[config.mk]
export PLATFORM = sky130hd
export DESIGN_NAME = seg7_mux_driver
export DESIGN_NICKNAME = d
export VERILOG_FILES = /design/src/rtl/seg7_mux_driver.sv
export SDC_FILE = /design/constraint.sdc
export NUM_CORES = 1
export LEC_CHECK = 0
export BUFFER_PORTS_ARGS = -buffer_cell sky130_fd_sc_hd__buf_2
export CAP_MARGIN = 5
export CELL_PAD_IN_SITES_DETAIL_PLACEMENT = 1
export CELL_PAD_IN_SITES_GLOBAL_PLACEMENT = 1
export CORE_UTILIZATION = 45
export CTS_CLUSTER_SIZE = 14
export DETAILED_ROUTE_END_ITERATION = 8
export PLACE_DENSITY = 0.73
export SETUP_SLACK_MARGIN = 0.02
export SYNTH_ARGS = -nofsm -noshare
export SYNTH_HDL_FRONTEND = slang
export SYNTH_SLANG_ARGS = --single-unit
[constraint.sdc]
create_clock -name clk -period 4.3 [get_ports clk]
set_input_delay 0.86 -clock clk [delete_from_list [all_inputs] [get_ports clk]]
set_output_delay 0.86 -clock clk [all_outputs]
set_load 0.01 [all_outputs]
[src/rtl/seg7_mux_driver.sv]
// Time-multiplexed N-digit 7-segment driver.
// Scans one digit per REFRESH_DIV clocks, decodes BCD to segments, and
// swaps in newly loaded data only at frame boundaries so a frame never
// mixes old and new digits. Optional leading-zero blanking.
module seg7_mux_driver #(
    parameter int NUM_DIGITS     = 4,
    parameter int REFRESH_DIV    = 50000,
    parameter int SEG_ACTIVE_LOW = 1,
    parameter int AN_ACTIVE_LOW  = 1
) (
    input  logic                    clk,
    input  logic                    rst,
    input  logic [4*NUM_DIGITS-1:0] bcd_in,
    input  logic                    load,
    input  logic                    lzb_en,
    output logic                    pending,
    output logic [6:0]              seg,
    output logic [NUM_DIGITS-1:0]   an,
    output logic                    frame_start
);

    localparam int PRE_W = (REFRESH_DIV > 1) ? $clog2(REFRESH_DIV) : 1;
    localparam int IDX_W = (NUM_DIGITS > 1) ? $clog2(NUM_DIGITS) : 1;
    localparam logic [PRE_W-1:0] PRE_LAST = PRE_W'(REFRESH_DIV - 1);
    localparam logic [IDX_W-1:0] IDX_LAST = IDX_W'(NUM_DIGITS - 1);
    localparam logic [6:0] SEG_OFF = (SEG_ACTIVE_LOW != 0) ? 7'h7F : 7'h00;
    localparam logic [NUM_DIGITS-1:0] AN_OFF =
        (AN_ACTIVE_LOW != 0) ? {NUM_DIGITS{1'b1}} : {NUM_DIGITS{1'b0}};

    logic [PRE_W-1:0]        prescaler_reg;
    logic [IDX_W-1:0]        idx_reg;
    logic [4*NUM_DIGITS-1:0] shadow_reg;
    logic [4*NUM_DIGITS-1:0] display_reg;
    logic                    pending_reg;
    logic                    new_frame_reg;
    logic [6:0]              seg_reg;
    logic [NUM_DIGITS-1:0]   an_reg;
    logic                    frame_start_reg;

    logic                    tick;
    logic                    frame_end;
    logic [3:0]              digit_nib [NUM_DIGITS];
    logic [NUM_DIGITS:0]     zero_from;
    logic [NUM_DIGITS-1:0]   blank;
    logic [NUM_DIGITS-1:0]   an_onehot;
    logic [3:0]              cur_nib;
    logic                    cur_blank;
    logic [6:0]              lit;
    logic [6:0]              seg_next;
    logic [NUM_DIGITS-1:0]   an_next;

    assign tick      = (prescaler_reg == PRE_LAST);
    assign frame_end = tick && (idx_reg == IDX_LAST);

    // zero_from[k] is set when digit k and every more-significant digit are 0;
    // digit 0 is never blanked so an all-zero word still shows a single "0".
    assign zero_from[NUM_DIGITS] = 1'b1;
    genvar gi;
    generate
        for (gi = 0; gi < NUM_DIGITS; gi++) begin : g_digit
            assign digit_nib[gi] = display_reg[4*gi +: 4];
            assign zero_from[gi] = (digit_nib[gi] == 4'd0) && zero_from[gi+1];
            assign an_onehot[gi] = (idx_reg == IDX_W'(gi));
            if (gi == 0) begin : g_lsd
                assign blank[gi] = 1'b0;
            end else begin : g_upper
                assign blank[gi] = lzb_en && zero_from[gi];
            end
        end
    endgenerate

    assign cur_nib   = digit_nib[idx_reg];
    assign cur_blank = blank[idx_reg];

    // Prescaler: counts 0..REFRESH_DIV-1, tick on the last count.
    always_ff @(posedge clk or posedge rst) begin
        if (rst) begin
            prescaler_reg <= '0;
        end else if (tick) begin
            prescaler_reg <= '0;
        end else begin
            prescaler_reg <= prescaler_reg + 1'b1;
        end
    end

    // Digit index: advances on each tick, wrapping after the last digit.
    always_ff @(posedge clk or posedge rst) begin
        if (rst) begin
            idx_reg <= '0;
        end else if (tick) begin
            if (idx_reg == IDX_LAST) begin
                idx_reg <= '0;
            end else begin
                idx_reg <= idx_reg + 1'b1;
            end
        end
    end

    // Load/pending handshake: the shadow is copied to the display only at a
    // frame end; a load on that same edge refills the shadow and keeps pending.
    always_ff @(posedge clk or posedge rst) begin
        if (rst) begin
            shadow_reg  <= '0;
            display_reg <= '0;
            pending_reg <= 1'b0;
        end else begin
            if (frame_end && pending_reg) begin
                display_reg <= shadow_reg;
            end
            if (load) begin
                shadow_reg  <= bcd_in;
                pending_reg <= 1'b1;
            end else if (frame_end && pending_reg) begin
                pending_reg <= 1'b0;
            end
        end
    end

    // Decode the current digit to lit-high segments, then apply polarity.
    always_comb begin
        lit = 7'b0000000;
        case (cur_nib)
            4'd0: lit = 7'b1111110;
            4'd1: lit = 7'b0110000;
            4'd2: lit = 7'b1101101;
            4'd3: lit = 7'b1111001;
            4'd4: lit = 7'b0110011;
            4'd5: lit = 7'b1011011;
            4'd6: lit = 7'b1011111;
            4'd7: lit = 7'b1110000;
            4'd8: lit = 7'b1111111;
            4'd9: lit = 7'b1111011;
            default: lit = 7'b0000000;
        endcase
        if (cur_blank) begin
            lit = 7'b0000000;
        end
        seg_next = (SEG_ACTIVE_LOW != 0) ? ~lit : lit;
        an_next  = (AN_ACTIVE_LOW != 0) ? ~an_onehot : an_onehot;
    end

    // Registered outputs; new_frame_reg delays frame_end (and reset release)
    // by one cycle so frame_start lines up with an first showing digit 0.
    always_ff @(posedge clk or posedge rst) begin
        if (rst) begin
            seg_reg         <= SEG_OFF;
            an_reg          <= AN_OFF;
            frame_start_reg <= 1'b0;
            new_frame_reg   <= 1'b1;
        end else begin
            seg_reg         <= seg_next;
            an_reg          <= an_next;
            frame_start_reg <= new_frame_reg;
            new_frame_reg   <= frame_end;
        end
    end

    assign seg         = seg_reg;
    assign an          = an_reg;
    assign frame_start = frame_start_reg;
    assign pending     = pending_reg;

endmodule

; ---- Word-level counts from Yosys, hierarchy flattened
; Memory sizes are Yosys's and may differ from the RTL's.
; Cells that the tools add are included.
[word_totals]
memories = 1
wordCells = 43
register_bits = 64
rom_bits = 112
input_bits = 20
out_inout_bits = 13
[mem_list]
columns = memory, depth, width, rd, rd_ports_with_merged_regs, write_ports, line_no
row1 = (name not given), 16, 7, 1, 0, 0, 122  ; case (cur_nib)
[op_classes]
muxes = 10
n_reduce_logical = 12
order_cmp = 2
bitwise_logic = 3
eq_ne = 4
addsub = 2
[ops]
columns = op, n
row1 = "16-bit by 1-bit adder with 16-bit output, second input constant", 1
row2 = "16-bit == test, second input constant", 1
row3 = 16-bit 2-to-1 mux, 1
row4 = 4-bit zero test, 3
row5 = 4-bit binary-select mux with 2-bit select, 1
row6 = 4-bit 2-to-1 mux, 2
row7 = 1-bit logical AND, 7
row8 = 7-bit 2-to-1 mux, 1
row9 = 7-bit NOT, 1
row10 = "2-bit == test, second input constant", 2
row11 = 4-bit NOT, 1
row12 = "3-bit greater-or-equal comparator, second input constant", 1
row13 = "2-bit by 3-bit < comparator with 1-bit output, second input constant", 1
row14 = 1-bit 2-to-1 mux, 3
row15 = 2-bit NOT with 3-bit output, 1
row16 = "2-bit by 1-bit adder with 2-bit output, second input constant", 1
row17 = 1-bit binary-select mux with 2-bit select, 1
row18 = "2-bit by 1-bit == test with 1-bit output, second input constant", 1
row19 = 2-bit zero test, 1
row20 = 2-bit 2-to-1 mux, 1
row21 = 2-bit nonzero test, 1

; ---- Depth between registers and ports, before layout
[depth]
depth_word = 8
depth_mapped = 8
ltp_nobuf = 6

; ---- Worst setup path after synthesis
; No wires, ideal clock.
[synth_path]
path_kind = input-to-reg
from = in load
to = reg shadow_reg[0]
arrival_time_ns = 1.844
path_slack_ns = 2.331
path_stages = 3
required_time_ns = 4.175
setup_ns = 0.125
path_buffers = 2
cell_sequence = clkbuf_1 clkbuf_1 mux2_2
[synth_lines]
columns = item, line_no
row1 = "start, declared", 14  ; input logic load,
row2 = "end signal, assigned", 111  ; shadow_reg <= bcd_in;
row3 = "end, declared", 32  ; logic [4*NUM_DIGITS-1:0] shadow_reg;
; No word-level cell between the ends.

; ---- Worst setup path in the final report
[layout_path]
from = reg prescaler_reg[0]
to = reg display_reg[12]
[layout_via]
elab_chain_len = 3
[layout_rtl]
columns = item, line_no
row1 = "start, declared", 30  ; logic [PRE_W-1:0] prescaler_reg;
row2 = "start signal, assigned", 82  ; prescaler_reg <= prescaler_reg + 1'b1;
row3 = 16-bit == test, 52  ; assign tick = (prescaler_reg == PRE_LAST);
row4 = 1-bit logical AND, 53  ; assign frame_end = tick && (idx_reg == IDX_LAST);
row5 = 1-bit logical AND, 107  ; if (frame_end && pending_reg) begin
row6 = "end signal, assigned", 108  ; display_reg <= shadow_reg;
row7 = "end, declared", 33  ; logic [4*NUM_DIGITS-1:0] display_reg;
; Every way passes these cells.
; A chain may end at the register's enable or synchronous reset.

==> metrics.txt <==
drt wl/cell=16.52 microns; H-tree depth=3; syn avg cell area=13.28 sq um; Worst Reg2Reg Path Length in Cells=5; dpl ws=1.530 ns; worst-path fanout max=16; commonest non-fill, non-tap cell in the layout=dfrtp_1; Startpoint Class=flop; area of the multi-input gates=1124 sq um; Post-DRT Antenna Nets=0; HP Start=new_frame_reg$_DFF_PP1_; number of warnings issued by yosys=0; final clock skew=~0.0054 ns; Worst Hold Class=reg2reg; Worst IR Drop VDD=0.0002073 V; # diodes=0; Initial Utilization=47.38%; Power Dens Cells=approximately 380 nW/um^2; via count=1722; fin crit share=65.05%; commonest non-fill, non-tap cells in the layout=dfrtp_1 (52), buf_2 (32), mux2_2 (22), inv_1 (14), dfstp_2 (12); Max transition margin=37.17%; Least-Margin Pin Slew=0.9424 ns; core region area=between 6000 and 7000 sq um; Max Slew Vio Count=0; Worst EP required=4.52 ns; R2R setup slack=1.50 ns; fillers=640; Die Span Y=81.66 microns; Synth Register Bits=64; GRT Util Overall=19.58%; Post-CTS Hold Fix Bufs=0; number of remaining DRC errors=0; register area=1617 sq um; Lkg Pwr=1.513 nW; Via density=approximately 5.2; Port Buffer Count=32; CTS tree=built; Hold Fails Final Rpt=0; placed wire-length estimate=3747 microns; final net count=281; RSZ-0062 raised after global routing=false; Pre-antenna DRT Iters=4; Mapped Nets=245; Max Clock Freq=357.5 MHz; core occupancy in the finished layout=a little over half; row count=28; CTS clock-pin slew for the worst setup and hold paths=0.07 ns; total CTS buffers=9; Worst EP arrival=3.02 ns; vias in the first global route=~1800; # IOs=33; status=complete, no violations; Layout area overhead=14.81%; Synth Instances=215; Worst setup EP type=flop; sequential-to-total area share from yosys stat=a little under three fifths; min Tclk post-route=2.797 ns; pin count of the biggest net entering global routing=44; Overall Power=1.232 mW; total setup buffers inserted after CTS=0; Post-Route WL=5469 microns; Hold WS=0.3935 ns; worst hold endpoint=frame_start$_DFF_PP0_; CTS resizes=0; Die W=81.66 microns; remaining global-route overflow=0; initial antenna violation count=0; clk_lat worst skew=between 0.3 and 0.4 ns; CTS max path bufs=2; RR Endpoint=display_reg[12]$_DFFE_PP0P_; die area=6668 sq um; DR iter-0 viols=129; mapped cell area=2855 sq um; first-pass GRT wire length=roughly 9300 microns; library cells used by synthesis=39; clock root buffer=clkbuf_8; critical path class=reg2reg; max_cap viols=0; Final Setup Violations=0; share of cells above drive strength 1=38.67%; RR Startpoint=prescaler_reg[0]$_DFF_PP0_; Setup WS post-layout=around 1.5 ns; clk sink count=64; Worst Hold Depth=0; setup total negative slack=0 ns; GPL Wtd Cong=0.7774
==> through the flow <==
step	instances	area, sq um
finish	331	3278
global route	331	3278
CTS	331	3278
detailed placement	315	3058
global placement	315	3058
floorplan	215	2855
==> routing by layer <==
| metal | vias to the layer above | part of all wire, % | wire length, microns | global-route usage [%] |
|---|---|---|---|---|
| li1 | 826 | - | - | - |
| met1 | 852 | 49 | 2688 | 27.71 |
| met2 | 32 | 45 | 2469 | 28.42 |
| met3 | 12 | 3.3 | 181 | 3.667 |
| met4 | 0 | 2.4 | 130 | 10.53 |
| met5 | - | 0 | 0 | 0 |
==> cell usage after synthesis <==
| master | count | area, sq um |
|---|---|---|
| o32ai_1 | 1 | 8.760 |
| and3_1 | 2 | 12.51 |
| a211oi_1 | 1 | 7.510 |
| and4b_1 | 1 | 10.01 |
| nand4_1 | 3 | 18.77 |
| or3_1 | 1 | 6.260 |
| ha_1 | 10 | 125.1 |
| a21oi_1 | 4 | 20.02 |
| nand2_1 | 9 | 33.78 |
| buf_4 | 1 | 7.510 |
| mux2i_1 | 3 | 30.03 |
| nand3_1 | 5 | 25.02 |
| mux2_2 | 22 | 247.7 |
| buf_2 | 1 | 5.000 |
| nor2b_1 | 2 | 12.51 |
| mux4_2 | 4 | 90.09 |
| and4_1 | 1 | 8.760 |
| clkbuf_1 | 4 | 15.01 |
| o31a_1 | 1 | 8.760 |
| a21o_1 | 1 | 7.510 |
| inv_1 | 15 | 56.30 |
| or4_1 | 1 | 7.510 |
| dfrtp_1 | 52 | 1301 |
| o21ai_1 | 1 | 5.000 |
| nor4_1 | 4 | 25.02 |
| o21ai_0 | 8 | 40.04 |
| xor2_1 | 7 | 61.31 |
| nor3_1 | 5 | 25.02 |
| nand4_2 | 1 | 12.51 |
| nor4bb_1 | 2 | 20.02 |
| and2_1 | 2 | 12.51 |
| dfstp_2 | 12 | 315.3 |
| buf_12 | 1 | 20.02 |
| buf_6 | 1 | 11.26 |
| xnor2_1 | 5 | 43.79 |
| mux2_4 | 10 | 150.1 |
| a31oi_1 | 1 | 6.260 |
| o31ai_1 | 1 | 7.510 |
| nor2_1 | 9 | 33.78 |
==> layout make-up <==
cell class | instances | share of cell area (%)
clock inverter | 7 | 2.939
sequential | 64 | 49.31
clock buffer | 9 | 3.779
multi-input combinational | 128 | 34.27
tap | 75 | 2.863
inverter | 15 | 1.718
timing repair buffer | 33 | 5.115
==> logic make-up (layout without fill, tap and decap cells) <==
family	Yosys count	after routing	synth area share, %
AOI/OAI and AO/OA	19	19	3.901
xor gates and xnor gates	12	12	3.681
adders and majority gates	10	10	4.382
buffers and inverters	23	64	4.031
DFF	64	64	56.62
muxes	39	39	18.14
and+or+nand+nor	48	48	9.246
==> power by group <==
part,internal (mW),leakage (nW),switching [mW]
clock,0.326,0.101,0.239
combinational,0.0204,0.616,0.0212
sequential,0.618,0.795,0.00909
==> critical path, stage by stage, from the launching register on <==
cell	delay (ns)
dfrtp_1	0.39
ha_1	0.23
nand4_2	0.17
and4b_1	0.61
and3_1	0.86
mux2_2	0.42
==> how the worst max path moves through the flow <==
stage                                     from                     endpoint  slack [ns]  cells past startpoint
floorplan                                  rst   display_reg[0]$_DFFE_PP0P_        1.86                      1
global placement    prescaler_reg[0]$_DFF_PP0_  display_reg[15]$_DFFE_PP0P_        1.59                      5
detailed placement  prescaler_reg[0]$_DFF_PP0_  display_reg[10]$_DFFE_PP0P_        1.53                      5
CTS                 prescaler_reg[0]$_DFF_PP0_  display_reg[12]$_DFFE_PP0P_        1.49                      5
global route        prescaler_reg[0]$_DFF_PP0_  display_reg[12]$_DFFE_PP0P_        1.27                      5
finish              prescaler_reg[0]$_DFF_PP0_  display_reg[12]$_DFFE_PP0P_        1.50                      5
(Power assumes the default switching activity.)
